File: config.mk
export PLATFORM = sky130hd
export DESIGN_NAME = cdb_arbiter_flat
export DESIGN_NICKNAME = d
export VERILOG_FILES = /design/src/rtl/cdb_arbiter_pkg.sv /design/src/rtl/cdb_arbiter_if.sv /design/src/rtl/cdb_arbiter_result_fifo.sv /design/src/rtl/cdb_arbiter.sv /design/src/flat_wrapper.sv
export SDC_FILE = /design/constraint.sdc
export NUM_CORES = 1
export LEC_CHECK = 0
export BUFFER_PORTS_ARGS = -buffer_cell sky130_fd_sc_hd__buf_2
export CAP_MARGIN = 0
export CELL_PAD_IN_SITES_DETAIL_PLACEMENT = 0
export CELL_PAD_IN_SITES_GLOBAL_PLACEMENT = 1
export CORE_ASPECT_RATIO = 0.6
export CORE_MARGIN = 2
export CORE_UTILIZATION = 50
export DETAILED_ROUTE_END_ITERATION = 8
export PLACE_DENSITY = 0.85
export SYNTH_ARGS = -nofsm -noshare
export SYNTH_HDL_FRONTEND = slang
export SYNTH_HIERARCHICAL = 1
export SYNTH_SLANG_ARGS = --single-unit
File: constraint.sdc
create_clock -name clk -period 4.6 [get_ports clk]
set_input_delay 0.46 -clock clk [delete_from_list [all_inputs] [get_ports clk]]
set_output_delay 0.46 -clock clk [all_outputs]
set_load 0.1 [all_outputs]
File: src/rtl/cdb_arbiter_pkg.sv
// Shared widths and source encodings for the common data bus arbiter.
package cdb_pkg;
  localparam int DATA_W = 32;
  localparam int ROB_POS_W = 4;
  localparam logic SRC_ALU = 1'b0;
  localparam logic SRC_LSB = 1'b1;
endpackage

File: src/rtl/cdb_arbiter_if.sv
// Producer-side result ports and the registered CDB broadcast, bundled for the arbiter.
interface cdb_arbiter_if #(
  parameter int PW = cdb_pkg::ROB_POS_W,
  parameter int DW = cdb_pkg::DATA_W
);
  import cdb_pkg::*;

  // Handshake: a result moves on a source when rdy && valid && ready on the same
  // rising edge; ready depends only on registered FIFO occupancy, and producers
  // keep valid low while ready is low.
  logic          alu_valid;
  logic [PW-1:0] alu_rob_pos;
  logic [DW-1:0] alu_val;
  logic          alu_ready;
  logic          lsb_valid;
  logic [PW-1:0] lsb_rob_pos;
  logic [DW-1:0] lsb_val;
  logic          lsb_ready;
  logic          cdb_valid;
  logic [PW-1:0] cdb_rob_pos;
  logic [DW-1:0] cdb_val;
  logic          cdb_src;

  modport master (
    output alu_valid, alu_rob_pos, alu_val, input alu_ready,
    output lsb_valid, lsb_rob_pos, lsb_val, input lsb_ready,
    input  cdb_valid, cdb_rob_pos, cdb_val, cdb_src
  );

  modport slave (
    input  alu_valid, alu_rob_pos, alu_val, output alu_ready,
    input  lsb_valid, lsb_rob_pos, lsb_val, output lsb_ready,
    output cdb_valid, cdb_rob_pos, cdb_val, cdb_src
  );
endinterface

File: src/rtl/cdb_arbiter_result_fifo.sv
// Per-source result FIFO: circular buffer with occupancy count, run-gated, flushable.
module result_fifo
  import cdb_pkg::*;
#(
  parameter int DEPTH = 4,
  parameter int W = 36
) (
  input  logic                     clk,
  input  logic                     rst_n,
  input  logic                     i_rdy,
  input  logic                     i_flush,
  input  logic                     i_push,
  input  logic                     i_pop,
  input  logic [W-1:0]             i_data,
  output logic [W-1:0]             o_head,
  output logic [$clog2(DEPTH):0]   o_count,
  output logic                     o_full,
  output logic                     o_empty
);
  localparam int AW = $clog2(DEPTH);
  localparam logic [AW:0] FULL_CNT = DEPTH[AW:0];

  logic [W-1:0]  r_mem [DEPTH];
  logic [AW-1:0] r_wr_ptr;
  logic [AW-1:0] r_rd_ptr;
  logic [AW:0]   r_count;

  always_ff @(posedge clk or negedge rst_n) begin
    if (!rst_n) begin
      r_wr_ptr <= '0;
      r_rd_ptr <= '0;
      r_count  <= '0;
    end else if (i_flush) begin
      r_wr_ptr <= '0;
      r_rd_ptr <= '0;
      r_count  <= '0;
    end else if (i_rdy) begin
      if (i_push) r_wr_ptr <= r_wr_ptr + 1'b1;
      if (i_pop)  r_rd_ptr <= r_rd_ptr + 1'b1;
      case ({i_push, i_pop})
        2'b10:   r_count <= r_count + 1'b1;
        2'b01:   r_count <= r_count - 1'b1;
        default: r_count <= r_count;
      endcase
    end
  end

  // Storage carries no reset; the count alone decides what is valid.
  always_ff @(posedge clk) begin
    if (i_rdy && !i_flush && i_push) r_mem[r_wr_ptr] <= i_data;
  end

  assign o_head  = r_mem[r_rd_ptr];
  assign o_count = r_count;
  assign o_full  = (r_count == FULL_CNT);
  assign o_empty = (r_count == '0);
endmodule

File: src/rtl/cdb_arbiter.sv
// Round-robin arbiter sharing one registered CDB between the ALU and LSB result FIFOs.
module cdb_arbiter
  import cdb_pkg::*;
#(
  parameter int DEPTH = 4,
  parameter int ROB_POS_W = cdb_pkg::ROB_POS_W,
  parameter int DATA_W = cdb_pkg::DATA_W
) (
  input  logic                   clk,
  input  logic                   rst_n,
  input  logic                   rdy,
  input  logic                   rollback,
  cdb_arbiter_if.slave           bus,
  output logic [$clog2(DEPTH):0] o_alu_count,
  output logic [$clog2(DEPTH):0] o_lsb_count,
  output logic                   o_last_grant
);
  localparam int EW = ROB_POS_W + DATA_W;

  logic          w_alu_full, w_alu_empty, w_lsb_full, w_lsb_empty;
  logic [EW-1:0] w_alu_head, w_lsb_head;
  logic          w_alu_xfer, w_lsb_xfer;
  logic          w_alu_cand, w_lsb_cand;
  logic [EW-1:0] w_alu_data, w_lsb_data, w_grant_data;
  logic          w_grant_valid, w_grant_src;
  logic          w_alu_push, w_alu_pop, w_lsb_push, w_lsb_pop;

  logic                 r_cdb_valid;
  logic [ROB_POS_W-1:0] r_cdb_rob_pos;
  logic [DATA_W-1:0]    r_cdb_val;
  logic                 r_cdb_src;
  logic                 r_last_grant;

  assign bus.alu_ready = !w_alu_full;
  assign bus.lsb_ready = !w_lsb_full;

  // Inputs presented during a rollback are dropped, never queued or bypassed.
  assign w_alu_xfer = rdy && !rollback && bus.alu_valid && !w_alu_full;
  assign w_lsb_xfer = rdy && !rollback && bus.lsb_valid && !w_lsb_full;

  assign w_alu_cand = !w_alu_empty || w_alu_xfer;
  assign w_lsb_cand = !w_lsb_empty || w_lsb_xfer;
  assign w_alu_data = w_alu_empty ? {bus.alu_rob_pos, bus.alu_val} : w_alu_head;
  assign w_lsb_data = w_lsb_empty ? {bus.lsb_rob_pos, bus.lsb_val} : w_lsb_head;

  always_comb begin
    w_grant_valid = rdy && !rollback && (w_alu_cand || w_lsb_cand);
    w_grant_src   = SRC_ALU;
    if (w_alu_cand && w_lsb_cand) w_grant_src = ~r_last_grant;
    else if (w_lsb_cand)          w_grant_src = SRC_LSB;
    w_grant_data  = (w_grant_src == SRC_LSB) ? w_lsb_data : w_alu_data;
  end

  // A granted empty-FIFO source is served by bypass, so its input is not written.
  assign w_alu_pop  = w_grant_valid && (w_grant_src == SRC_ALU) && !w_alu_empty;
  assign w_lsb_pop  = w_grant_valid && (w_grant_src == SRC_LSB) && !w_lsb_empty;
  assign w_alu_push = w_alu_xfer && !(w_grant_valid && (w_grant_src == SRC_ALU) && w_alu_empty);
  assign w_lsb_push = w_lsb_xfer && !(w_grant_valid && (w_grant_src == SRC_LSB) && w_lsb_empty);

  result_fifo #(.DEPTH(DEPTH), .W(EW)) u_alu_fifo (
    .clk     (clk),
    .rst_n   (rst_n),
    .i_rdy   (rdy),
    .i_flush (rollback),
    .i_push  (w_alu_push),
    .i_pop   (w_alu_pop),
    .i_data  ({bus.alu_rob_pos, bus.alu_val}),
    .o_head  (w_alu_head),
    .o_count (o_alu_count),
    .o_full  (w_alu_full),
    .o_empty (w_alu_empty)
  );

  result_fifo #(.DEPTH(DEPTH), .W(EW)) u_lsb_fifo (
    .clk     (clk),
    .rst_n   (rst_n),
    .i_rdy   (rdy),
    .i_flush (rollback),
    .i_push  (w_lsb_push),
    .i_pop   (w_lsb_pop),
    .i_data  ({bus.lsb_rob_pos, bus.lsb_val}),
    .o_head  (w_lsb_head),
    .o_count (o_lsb_count),
    .o_full  (w_lsb_full),
    .o_empty (w_lsb_empty)
  );

  always_ff @(posedge clk or negedge rst_n) begin
    if (!rst_n) begin
      r_cdb_valid   <= 1'b0;
      r_cdb_rob_pos <= '0;
      r_cdb_val     <= '0;
      r_cdb_src     <= SRC_ALU;
      r_last_grant  <= SRC_LSB;
    end else if (rollback) begin
      r_cdb_valid  <= 1'b0;
      r_last_grant <= SRC_LSB;
    end else if (rdy) begin
      r_cdb_valid <= w_grant_valid;
      if (w_grant_valid) begin
        r_cdb_rob_pos <= w_grant_data[EW-1:DATA_W];
        r_cdb_val     <= w_grant_data[DATA_W-1:0];
        r_cdb_src     <= w_grant_src;
        r_last_grant  <= w_grant_src;
      end
    end
  end

  assign bus.cdb_valid   = r_cdb_valid;
  assign bus.cdb_rob_pos = r_cdb_rob_pos;
  assign bus.cdb_val     = r_cdb_val;
  assign bus.cdb_src     = r_cdb_src;
  assign o_last_grant    = r_last_grant;
endmodule
File: src/flat_wrapper.sv
// flat-port wrapper written by rule: the top's interface ports become plain ports
module cdb_arbiter_flat import cdb_pkg::*;
#(
  parameter int DEPTH = 4,
  parameter int ROB_POS_W = cdb_pkg::ROB_POS_W,
  parameter int DATA_W = cdb_pkg::DATA_W
)
  (clk, rst_n, rdy, rollback, o_alu_count, o_lsb_count, o_last_grant, bus_alu_valid, bus_alu_rob_pos, bus_alu_val, bus_alu_ready, bus_lsb_valid, bus_lsb_rob_pos, bus_lsb_val, bus_lsb_ready, bus_cdb_valid, bus_cdb_rob_pos, bus_cdb_val, bus_cdb_src);
  cdb_arbiter_if bus_i ();
  input  logic clk;
  input  logic rst_n;
  input  logic rdy;
  input  logic rollback;
  output logic [$clog2(DEPTH):0] o_alu_count;
  output logic [$clog2(DEPTH):0] o_lsb_count;
  output logic o_last_grant;
  input wire logic [$bits(bus_i.alu_valid)-1:0] bus_alu_valid;
  input wire logic [$bits(bus_i.alu_rob_pos)-1:0] bus_alu_rob_pos;
  input wire logic [$bits(bus_i.alu_val)-1:0] bus_alu_val;
  output wire logic [$bits(bus_i.alu_ready)-1:0] bus_alu_ready;
  input wire logic [$bits(bus_i.lsb_valid)-1:0] bus_lsb_valid;
  input wire logic [$bits(bus_i.lsb_rob_pos)-1:0] bus_lsb_rob_pos;
  input wire logic [$bits(bus_i.lsb_val)-1:0] bus_lsb_val;
  output wire logic [$bits(bus_i.lsb_ready)-1:0] bus_lsb_ready;
  output wire logic [$bits(bus_i.cdb_valid)-1:0] bus_cdb_valid;
  output wire logic [$bits(bus_i.cdb_rob_pos)-1:0] bus_cdb_rob_pos;
  output wire logic [$bits(bus_i.cdb_val)-1:0] bus_cdb_val;
  output wire logic [$bits(bus_i.cdb_src)-1:0] bus_cdb_src;
  assign bus_i.alu_valid = bus_alu_valid;
  assign bus_i.alu_rob_pos = bus_alu_rob_pos;
  assign bus_i.alu_val = bus_alu_val;
  assign bus_alu_ready = bus_i.alu_ready;
  assign bus_i.lsb_valid = bus_lsb_valid;
  assign bus_i.lsb_rob_pos = bus_lsb_rob_pos;
  assign bus_i.lsb_val = bus_lsb_val;
  assign bus_lsb_ready = bus_i.lsb_ready;
  assign bus_cdb_valid = bus_i.cdb_valid;
  assign bus_cdb_rob_pos = bus_i.cdb_rob_pos;
  assign bus_cdb_val = bus_i.cdb_val;
  assign bus_cdb_src = bus_i.cdb_src;
  cdb_arbiter #(.DEPTH(DEPTH), .ROB_POS_W(ROB_POS_W), .DATA_W(DATA_W)) u_core (.clk(clk), .rst_n(rst_n), .rdy(rdy), .rollback(rollback), .bus(bus_i), .o_alu_count(o_alu_count), .o_lsb_count(o_lsb_count), .o_last_grant(o_last_grant));
endmodule
## Word level (Yosys, flattened, before mapping)

Memories as Yosys holds them, arrays and structs flattened.
Cells that the tools add are included.

- $add $sub $neg: 8
- Multiply operators: 0
- Divide/modulo/power cells: 0
- Order comparisons: 0
- Eq/ne operators: 6
- Shift-type cells: 0
- Multiplexer cells: 32
- Bitwise logic cells: 3
- Reductions and logical operators: 45

Operators with widths:

| operator | number |
|---|---|
| 2-to-1 mux 36 bit | 3 |
| 2-to-1 mux 2 bit | 12 |
| logical AND 1 bit | 17 |
| AND reduction 2 bit | 7 |
| 2-to-1 mux 3 bit | 4 |
| one-hot mux 3 bit (2 select lines) | 2 |
| nonzero test 2 bit | 6 |
| 2-to-1 mux 1 bit | 11 |
| adder 2 x 1 -> 2 bit (second input constant) | 4 |
| logical NOT 1 bit | 7 |
| adder 3 x 1 -> 3 bit (second input constant) | 2 |
| == test 3 bit (second input constant) | 2 |
| logical NOT 3 bit | 2 |
| nonzero test 3 bit | 2 |
| subtractor 3 x 1 -> 3 bit (second input constant) | 2 |
| == test 2 x 1 -> 1 bit (second input constant) | 2 |
| == test 2 bit (second input constant) | 2 |
| logical OR 1 bit | 3 |
| NOT 1 bit | 3 |
| AND reduction 3 bit | 1 |

- Bits in registers: 53
- Bits in latches: 0
- RAM bits: 288
- Memory bits (read-only): 0
- Input port bits: 78
- Output and inout port bits: 47
- Word-level logic and storage cells: 107
- Memories kept: 2

Memories:

| name | depth | bits a word | rd ports | clocked after memory_dff | wr ports | line | source |
|---|---|---|---|---|---|---|---|
| u_core.u_alu_fifo.r_mem | 4 | 36 | 1 | 0 | 1 | cdb_arbiter_result_fifo.sv:23 | `logic [W-1:0] r_mem [DEPTH];` |
| u_core.u_lsb_fifo.r_mem | 4 | 36 | 1 | 0 | 1 | cdb_arbiter_result_fifo.sv:23 |  |

## Longest topological paths before layout

Gate-level depths: netlist of run 1.

- Depth in word-level cells: 16
- Mapped depth: 12
- Gate-level depth less buffers: 10

## Cells and area by module

Netlist of run 1, hierarchy kept.

By module, submodules not included:

| module | times used | cells an instance | area an instance (µm²) | seq. area each (µm²) |
|---|---|---|---|---|
| result_fifo | 2 | 238 | 5679.2 | 4499.3 |
| cdb_arbiter | 1 | 230 | 2673.8 | 977.2 |

## Worst setup path before layout of run 1

OpenSTA, ideal clock, no wires.

- Path type: register -> register
- Start: reg u_core.u_alu_fifo.r_count[0] (netlist: u_core/u_alu_fifo/o_count[0])
- End: mem u_core.u_alu_fifo.r_mem[0][0] (enable)
- Library setup time: 397 ps
- Arrival: 3412 ps
- Required time: 4203 ps
- Setup slack: 792 ps
- Cell stages (with the launch flop): 9
- Buffers on the path: 3
- Clock period less this slack: 3808 ps
- Path through: dfrtp_1 nor3_1 buf_2 buf_4 buf_4 a211oi_1 nand2_1 nor2_1 and2_1

- Elaborated cells on any way between the ends: 18
- Those cells by class: eq/ne (1); mux (3); bitwise (1); reduce/logical (13)

RTL lines:

| element | line | source |
|---|---|---|
| from (decl) | cdb_arbiter_result_fifo.sv:26 | `logic [AW:0] r_count;` |
| from (signal assigned) | cdb_arbiter_result_fifo.sv:41 | `2'b10: r_count <= r_count + 1'b1;` |
| from (signal assigned) | cdb_arbiter_result_fifo.sv:42 | `2'b01: r_count <= r_count - 1'b1;` |
| from (signal assigned) | cdb_arbiter_result_fifo.sv:43 | `default: r_count <= r_count;` |
| logical NOT 3 bit (*) | cdb_arbiter_result_fifo.sv:56 | `assign o_empty = (r_count == '0);` |
| net u_core.w_alu_empty | cdb_arbiter.sv:20 | `logic w_alu_full, w_alu_empty, w_lsb_full, w_lsb_empty;` |
| logical NOT 1 bit | cdb_arbiter.sv:41 | `assign w_alu_cand = !w_alu_empty \|\| w_alu_xfer;` |
| logical OR 1 bit | cdb_arbiter.sv:41 |  |
| logical AND 1 bit | cdb_arbiter.sv:49 | `if (w_alu_cand && w_lsb_cand) w_grant_src = ~r_last_grant;` |
| 2-to-1 mux 1 bit | cdb_arbiter.sv:49 |  |
| NOT 1 bit | cdb_arbiter.sv:57 | `assign w_alu_push = w_alu_xfer && !(w_grant_valid && (w_grant_src == SRC_ALU) && w_alu_empty);` |
| logical AND 1 bit | cdb_arbiter.sv:57 |  |
| logical AND 1 bit (*) | cdb_arbiter.sv:57 |  |
| logical NOT 1 bit (*) | cdb_arbiter.sv:57 |  |
| logical AND 1 bit (*) | cdb_arbiter.sv:57 |  |
| net u_core.w_alu_push | cdb_arbiter.sv:26 | `logic w_alu_push, w_alu_pop, w_lsb_push, w_lsb_pop;` |
| logical AND 1 bit (*) | cdb_arbiter_result_fifo.sv:50 | `if (i_rdy && !i_flush && i_push) r_mem[r_wr_ptr] <= i_data;` |
| 2-to-1 mux 1 bit (*) | cdb_arbiter_result_fifo.sv:50 |  |
| 2-to-1 mux 1 bit (implied by the code) (*) | cdb_arbiter_result_fifo.sv:50 |  |
| to (decl) | cdb_arbiter_result_fifo.sv:23 |  |

Mark *: on every way through the listed nets, which the timed path passes. The rest lies on a longest branch.

## Final worst setup path of run 1

- Start: reg u_core.u_lsb_fifo.r_count[2] (netlist: u_core/u_lsb_fifo/o_count[2])
- End: mem u_core.u_alu_fifo.r_mem[1][24] (enable)

- Longest elaborated chain between the ends: 14
- Elaborated cells on any way between the ends: 19
- Those cells by class: eq/ne (1); mux (4); bitwise (1); reduce/logical (13)

RTL lines:

| element | line | source |
|---|---|---|
| from (decl) | cdb_arbiter_result_fifo.sv:26 |  |
| from (signal assigned) | cdb_arbiter_result_fifo.sv:41 |  |
| from (signal assigned) | cdb_arbiter_result_fifo.sv:42 |  |
| from (signal assigned) | cdb_arbiter_result_fifo.sv:43 |  |
| == test 3 bit (*) | cdb_arbiter_result_fifo.sv:55 | `assign o_full = (r_count == FULL_CNT);` |
| net u_core.w_lsb_full | cdb_arbiter.sv:20 |  |
| logical NOT 1 bit (*) | cdb_arbiter.sv:39 | `assign w_lsb_xfer = rdy && !rollback && bus.lsb_valid && !w_lsb_full;` |
| logical AND 1 bit (*) | cdb_arbiter.sv:39 |  |
| logical OR 1 bit (*) | cdb_arbiter.sv:42 | `assign w_lsb_cand = !w_lsb_empty \|\| w_lsb_xfer;` |
| 2-to-1 mux 1 bit / logical AND 1 bit (equally long branches) | cdb_arbiter.sv:50, cdb_arbiter.sv:49 |  |
| 2-to-1 mux 1 bit | cdb_arbiter.sv:49 |  |
| NOT 1 bit | cdb_arbiter.sv:57 |  |
| logical AND 1 bit (*) (2 in series) | cdb_arbiter.sv:57 |  |
| logical NOT 1 bit (*) | cdb_arbiter.sv:57 |  |
| logical AND 1 bit (*) | cdb_arbiter.sv:57 |  |
| net u_core.w_alu_push | cdb_arbiter.sv:26 |  |
| logical AND 1 bit (*) | cdb_arbiter_result_fifo.sv:50 |  |
| 2-to-1 mux 1 bit (*) | cdb_arbiter_result_fifo.sv:50 |  |
| 2-to-1 mux 1 bit (implied by the code) (*) | cdb_arbiter_result_fifo.sv:50 |  |

Marked as above.

==> results of run 1 <==
-- cell type report --
class	count	area, µm²	share of cell area (%)
flip-flops and latches	341	9980	62.8
multi-input cells	319	3700	23.3
clock buffers	46	852	5.36
repair buffers	141	748	4.71
well taps	367	459	2.89
clock inverters	9	128	0.803
inverters	7	26.3	0.165
-- cells in the final DEF, fill, tap and decap left out, types with 3 or more instances in the layout --
cell type,synthesis,routed
a21o_1,3,3
a21oi_1,6,6
and2_1,10,10
buf_2,13,124
buf_4,7,17
bufinv_16,0,3
clkbuf_1,3,13
clkbuf_16,0,31
clkinv_1,0,3
dfrtp_1,52,50
edfxtp_1,288,288
ha_1,8,8
inv_1,6,6
mux2i_1,71,71
mux4_2,72,72
nand2_1,47,47
nand2b_1,6,6
nand3_1,8,8
nand4b_1,4,4
nor2_1,13,13
nor2b_1,3,3
o21ai_0,6,6
o221ai_1,7,7
o221ai_2,28,28
xor2_1,6,6
-- worst paths after layout --
check | end | slack, ns
min reg2reg | u_core/bus.cdb_rob_pos[1]$_DFFE_PN0P_ | 0.49
min in group clk | u_core/u_lsb_fifo/r_mem[3][11]$_DFFE_PP_ | 0.13
min | u_core/u_alu_fifo/o_count[0]$_DFFE_PN0P_ | 0.02
max reg2reg | u_core/u_alu_fifo/r_mem[1][24]$_DFFE_PP_ | 1.43
max | u_core/u_alu_fifo/r_mem[1][24]$_DFFE_PP_ | 1.43
max in group asynchronous | u_core/u_lsb_fifo/r_rd_ptr[0]$_DFFE_PN0P_ | 4.06
-- synthesized netlist by cell type --
cell type,instances
nand2_2,1
xor2_1,6
fa_1,2
nor3b_1,2
edfxtp_1,288
nand4bb_1,2
nor3_1,2
a32oi_1,1
buf_6,10
inv_1,6
a41o_1,1
o21ai_4,1
nor2b_2,1
clkbuf_4,2
nand2_1,47
buf_4,7
nand3b_4,1
buf_2,13
mux2i_1,71
mux4_2,72
a211oi_1,2
o221ai_1,7
o21ai_0,6
and2_1,10
xnor2_1,2
mux2_2,1
o221ai_2,28
dfstp_2,1
clkbuf_1,3
a21oi_1,6
dfrtp_1,52
nor2_1,13
nor2b_1,3
nand4b_1,4
inv_2,1
ha_1,8
nand2b_4,1
nand3_1,8
buf_12,4
a21o_1,3
a221o_1,1
nand2b_1,6
-- sequential cells by signal, indices dropped and copies added, names as in the netlist, 3 cells and up --
register,cells
u_core/u_lsb_fifo/r_mem,144
u_core/bus.cdb_val,32
u_core/u_alu_fifo/r_mem,144
u_core/u_alu_fifo/o_count,3
u_core/bus.cdb_rob_pos,4
u_core/u_lsb_fifo/o_count,3
-- worst register-to-register path, cell delays in order, from the launching register on --
cell      delay (ns)
dfrtp_1         0.42
nor3b_1         0.16
nand2b_1        0.22
a21o_1          0.24
a211oi_1        0.64
nand2_1         0.23
nor2_1          0.23
and2_1          0.15
buf_4           0.46
-- per-stage QoR --
step / instances / util, %
final: 1230 / 57.6
after floorplan: 706 / -
after global routing: 1230 / 57.6
after global placement: 1175 / 54.1
after CTS: 1230 / 57.6
after detailed placement: 1175 / 54.1
-- layer usage --
metal,up-vias,GRT usage [%]
met5,-,0
met4,0,4.40
met3,39,3.63
met2,247,27.8
met1,3696,33.2
li1,3122,-
-- cell families (layout without fill, tap and decap cells) --
family | count (synthesis) | in the layout | synth area share [%]
buffers and inverters | 46 | 203 | 2.59
DFF | 341 | 341 | 71.1
adders and majority gates | 10 | 10 | 0.999
muxes | 144 | 144 | 16.7
and+or+nand+nor | 101 | 101 | 3.67
AOI/OAI and AO/OA | 56 | 56 | 4.45
xor gates and xnor gates | 8 | 8 | 0.499
-- power by group through the flow --
stage | clock [µW] | sequential [µW] | combinational, µW
after CTS | 2570 | 3470 | 832
final | 2510 | 3470 | 829
after global placement | 0 | 3540 | 822
after global routing | 2680 | 3470 | 865
after floorplan | 0 | 3990 | 160
after detailed placement | 0 | 3540 | 832
==> results.sh, run 1 <==
export IMPL_rsz0062_at_grt="false"
export IMPL_first_global_vias=6948
export IMPL_r2r_start="u_core/u_lsb_fifo/o_count[2]$_DFFE_PN0P_"
export IMPL_path_depth=8
export IMPL_leakagePower_uw=0.00590
export IMPL_cts_inserted_buffers=30
export IMPL_ys_types=42
export IMPL_syn_nets=794
export IMPL_yosysTopAreaCell="edfxtp_1"
export IMPL_max_cap_violations=0
export IMPL_endpoint_kind="flip-flop"
export IMPL_critPathKind="reg -> reg"
export IMPL_worst_path_buf_inv=1
export IMPL_drt_met1_wl_mm=14.1
export IMPL_drcViolationCount=0
export IMPL_sequentialPowerShare_pct=50.9
export IMPL_vias=7104
export IMPL_setup_ws_ns=1.43
export IMPL_drv_slew=0
export IMPL_ios=125
export IMPL_postCtsSetupBuffers=0
export IMPL_routed_wl_mm=28.9
export IMPL_vdd_drop_max_uv=236
export IMPL_p_per_area_mw_per_mm2=429
export IMPL_finalCriticalPeriod_ns=3.17
export IMPL_netSwitchingFraction_pct=26.5
export IMPL_cts_tree="built"
export IMPL_clkLatencyLatePin_ns=0.56
export IMPL_io_buffers=124
export IMPL_drtPass1Iterations=5
export IMPL_fillers=2040
export IMPL_cts_hold_buf=0
export IMPL_fin_hold_ws_ns=0.0207
export IMPL_finalHoldViolations=0
export IMPL_critPathLaunchType="flip-flop"
export IMPL_wl_per_cell_um=23.5
export IMPL_synth_seq_cells=341
export IMPL_cts_resized=0
export IMPL_power_uw=6810
export IMPL_required_ns=4.79
export IMPL_cts_buffer_depth=3
export IMPL_p_switching_uw=1800
export IMPL_grt_antenna_before_repair=0
export IMPL_path_cells="nor3b_1, nand2b_1, a21o_1, a211oi_1, nand2_1, nor2_1, and2_1, buf_4"
export IMPL_place_area_mm2=0.0149
export IMPL_gp_congestion=0.806
export IMPL_max_freq_mhz=316
export IMPL_htree_levels=1
export IMPL_combPwrFrac_pct=12.2
export IMPL_dp_slack_ns=1.42
export IMPL_slew_headroom_pct=18.6
export IMPL_viasPerCell=5.78
export IMPL_cp_slowest_cell="a211oi_1"
export IMPL_synth_top_cell_area_share_pct=61.6
export IMPL_grt_util_all_layers_pct=20.1
export IMPL_die_area_mm2=0.0295
export IMPL_post_route_period_util_pct=68.9
export IMPL_grt_pass1_wl_mm=43.8
export IMPL_ys_top_cells_by_area="edfxtp_1, mux4_2, dfrtp_1"
export IMPL_start_util_pct=50.9
export IMPL_topRoutingLayerUsed="met4"
export IMPL_drt_iter0_markers=608
export IMPL_final_antenna_net_count=0
export IMPL_rows=47
export IMPL_status="finished, final reports clean"
export IMPL_drive_above_1_share_pct=33.8
export IMPL_cp_top_family="simple AND/OR/NAND/NOR gates"
export IMPL_wl_met3_mm=1.77
export IMPL_setup_viol_count_final=0
export IMPL_hpwl_mm=18.6
export IMPL_crit_arrival_ns=3.36
export IMPL_grt_max_degree=54
export IMPL_crit_path_max_incr_delay_ns=0.64
export IMPL_wl_met2_mm=12.4
export IMPL_die_x_um=220
export IMPL_synthCells=706
export IMPL_fin_nets=928
export IMPL_clock_skew_ns=0.0124
export IMPL_cts_root_buf="clkbuf_16"
export IMPL_die_height_um=134
export IMPL_clkPwrFrac_pct=36.9
export IMPL_core_area_mm2=0.0276
export IMPL_r2r_cells=8
export IMPL_internal_power_uw=5010
export IMPL_hold_path_class="in -> async"
export IMPL_worst_slew_pin_slew_ns=1.22
export IMPL_syn_area_per_cell_um2=19.9
export IMPL_ys_seq_area_share_pct=71.1
export IMPL_cts_sinks=341
export IMPL_setup_tns_final_ns=0
export IMPL_yosysWarnings=6
export IMPL_critPathMaxFanout=36
export IMPL_design_area_mm2=0.0159
export IMPL_clk_pin_slew_ns=0.07
export IMPL_overflow=0
export IMPL_cp_startpoint="u_core/u_lsb_fifo/o_count[2]$_DFFE_PN0P_"
export IMPL_syn_to_final_growth_pct=13.3
export IMPL_synth_area_mm2=0.0140
export IMPL_diodes=0
(Power assumes the default switching activity.)
==> run 2: changes to the inputs <==
Settings changed: CORE_UTILIZATION 50 to 47, PLACE_DENSITY 0.85 to 0.84.
Clock period 4.6 ns to 2.6 ns, I/O delays scaled along.
==> results.sh, run 2 (same netlist as run 1, synthesis figures left out) <==
export IMPL_cts_tree="built"
export IMPL_cp_top_family="compound AO/OA/AOI/OAI gates"
export IMPL_worst_path_buf_inv=0
export IMPL_gp_congestion=0.786
export IMPL_internal_power_uw=9140
export IMPL_max_freq_mhz=409
export IMPL_cts_sinks=341
export IMPL_viasPerCell=5.49
export IMPL_drtPass1Iterations=5
export IMPL_ios=125
export IMPL_drv_slew=0
export IMPL_final_common_cell="edfxtp_1"
export IMPL_overflow=0
export IMPL_max_cap_violations=0
export IMPL_cts_inserted_buffers=30
export IMPL_p_switching_uw=3280
export IMPL_r2r_start="u_core/u_alu_fifo/o_count[2]$_DFFE_PN0P_"
export IMPL_combPwrFrac_pct=13.0
export IMPL_wl_per_cell_um=22.8
export IMPL_finalHoldViolations=0
export IMPL_drive_above_1_share_pct=37.6
export IMPL_die_area_mm2=0.0313
export IMPL_netSwitchingFraction_pct=26.4
export IMPL_postCtsSetupBuffers=0
export IMPL_setup_ws_ns=0.156
export IMPL_slew_headroom_pct=53.0
export IMPL_die_x_um=227
export IMPL_diodes=0
export IMPL_worst_slew_pin_slew_ns=0.705
export IMPL_core_area_mm2=0.0291
export IMPL_syn_to_final_growth_pct=24.3
export IMPL_grt_max_degree=39
export IMPL_io_buffers=124
export IMPL_hpwl_mm=20.8
export IMPL_finalCriticalPeriod_ns=2.44
export IMPL_min_from="rollback"
export IMPL_critPathMaxFanout=5
export IMPL_path_cells="nor3b_4, nor2b_2, o21ai_4, a211oi_2, nor2b_1, fa_1, nand4bb_1, a21o_1, a21oi_1"
export IMPL_status="finished, final reports clean"
export IMPL_required_ns=3.08
export IMPL_crit_path_max_incr_delay_ns=0.51
export IMPL_cts_root_buf="clkbuf_16"
export IMPL_crit_arrival_ns=2.93
export IMPL_sequentialPowerShare_pct=49.4
export IMPL_power_uw=12400
export IMPL_cp_slowest_cell="dfrtp_4"
export IMPL_start_util_pct=48.3
export IMPL_dp_slack_ns=0.127
export IMPL_setup_viol_count_final=0
export IMPL_post_route_period_util_pct=94.0
export IMPL_first_global_vias=7498
export IMPL_grt_antenna_before_repair=0
export IMPL_die_height_um=138
export IMPL_cp_startpoint="u_core/u_alu_fifo/o_count[2]$_DFFE_PN0P_"
export IMPL_rsz0062_at_grt="false"
export IMPL_clkPwrFrac_pct=37.6
export IMPL_cts_buffer_depth=3
export IMPL_final_antenna_net_count=0
export IMPL_critPathLaunchType="flip-flop"
export IMPL_endpoint_kind="flip-flop"
export IMPL_drcViolationCount=0
export IMPL_leakagePower_uw=0.00654
export IMPL_vias=7579
export IMPL_post_route_util_pct=60.0
export IMPL_fin_nets=1044
export IMPL_routed_wl_mm=31.5
export IMPL_hold_path_class="in -> reg"
export IMPL_rows=48
export IMPL_final_cell_mix="edfxtp_1, buf_2, dlygate4sd3_1"
export IMPL_clkLatencyLatePin_ns=0.56
export IMPL_p_per_area_mw_per_mm2=712
export IMPL_critPathKind="reg -> reg"
export IMPL_grt_pass1_wl_mm=46.8
export IMPL_rrSetupSlack_ns=0.16
export IMPL_clk_pin_slew_ns=0.07
export IMPL_drt_iter0_markers=703
export IMPL_vdd_drop_max_uv=427
export IMPL_htree_levels=1
export IMPL_clock_skew_ns=0.00993
export IMPL_grt_util_all_layers_pct=20.5
## run 2: metal layers
metal / vias to the layer above / share of wire [%] / track usage, %
met5: - / 0 / 0
met4: 0 / 1.5 / 3.70
met3: 41 / 6.5 / 4.03
met2: 227 / 46 / 31.4
met1: 3945 / 46 / 31.2
li1: 3366 / - / -
## run 2: area by class of cell
| type | instances | area (µm²) |
|---|---|---|
| fill | 2109 | 11600 |
| timing repair buffer | 257 | 2060 |
| inverter | 7 | 26.3 |
| clock inverter | 9 | 103 |
| sequential | 341 | 10000 |
| tap | 400 | 500 |
| clock buffer | 47 | 958 |
| multi-input combinational | 319 | 3790 |
## run 2: what timing repair did
action,in CTS,in global routing
resized for setup,0,2
hold buffers,73,0
hold endpoints to repair,315,0
setup endpoints to repair,0,45
## run 2: power by group through the flow
| stage | Sequential (µW) | Combinational [µW] | Clock (µW) |
|---|---|---|---|
| 6_report | 6130 | 1610 | 4670 |
| 5_1_grt | 6140 | 1680 | 4990 |
| 4_1_cts | 6140 | 1620 | 4760 |
| 3_5_place_dp | 6250 | 1530 | 0 |
| 3_3_place_gp | 6250 | 1510 | 0 |
| 2_1_floorplan | 7050 | 289 | 0 |
## run 2: path summary, 6_finish.rpt
kind / end / cells past startpoint
max reg2reg: u_core/u_lsb_fifo/o_count[2]$_DFFE_PN0P_ / 9
max: u_core/u_lsb_fifo/o_count[2]$_DFFE_PN0P_ / 9
min reg2reg: u_core/bus.cdb_valid$_DFFE_PN0P_ / 2
min: u_core/u_alu_fifo/r_wr_ptr[1]$_DFFE_PN0P_ / 3
min in group asynchronous: u_core/u_alu_fifo/r_rd_ptr[0]$_DFFE_PN0P_ / 2
max in group asynchronous: u_core/bus.cdb_val[10]$_DFFE_PN0P_ / 3
## run 2: through the flow
| step | cell area [µm²] | setup TNS [ns] | hold WS, ns | std cells |
|---|---|---|---|---|
| after floorplan | 14100 | -4.93 | -0.0356 | 706 |
| after global placement | 15600 | 0 | 0.350 | 1251 |
| after detailed placement | 15600 | 0 | 0.348 | 1251 |
| after CTS | 17400 | 0 | 0.115 | 1380 |
| after global routing | 17400 | 0 | 0.129 | 1380 |
| final | 17400 | 0 | 0.139 | 1380 |
## run 2: worst register-to-register path, cell delays in order, from the launching register on
cell,delay (ns)
dfrtp_4,0.51
nor3b_4,0.17
nor2b_2,0.17
o21ai_4,0.09
a211oi_2,0.38
nor2b_1,0.11
fa_1,0.39
nand4bb_1,0.22
a21o_1,0.20
a21oi_1,0.13
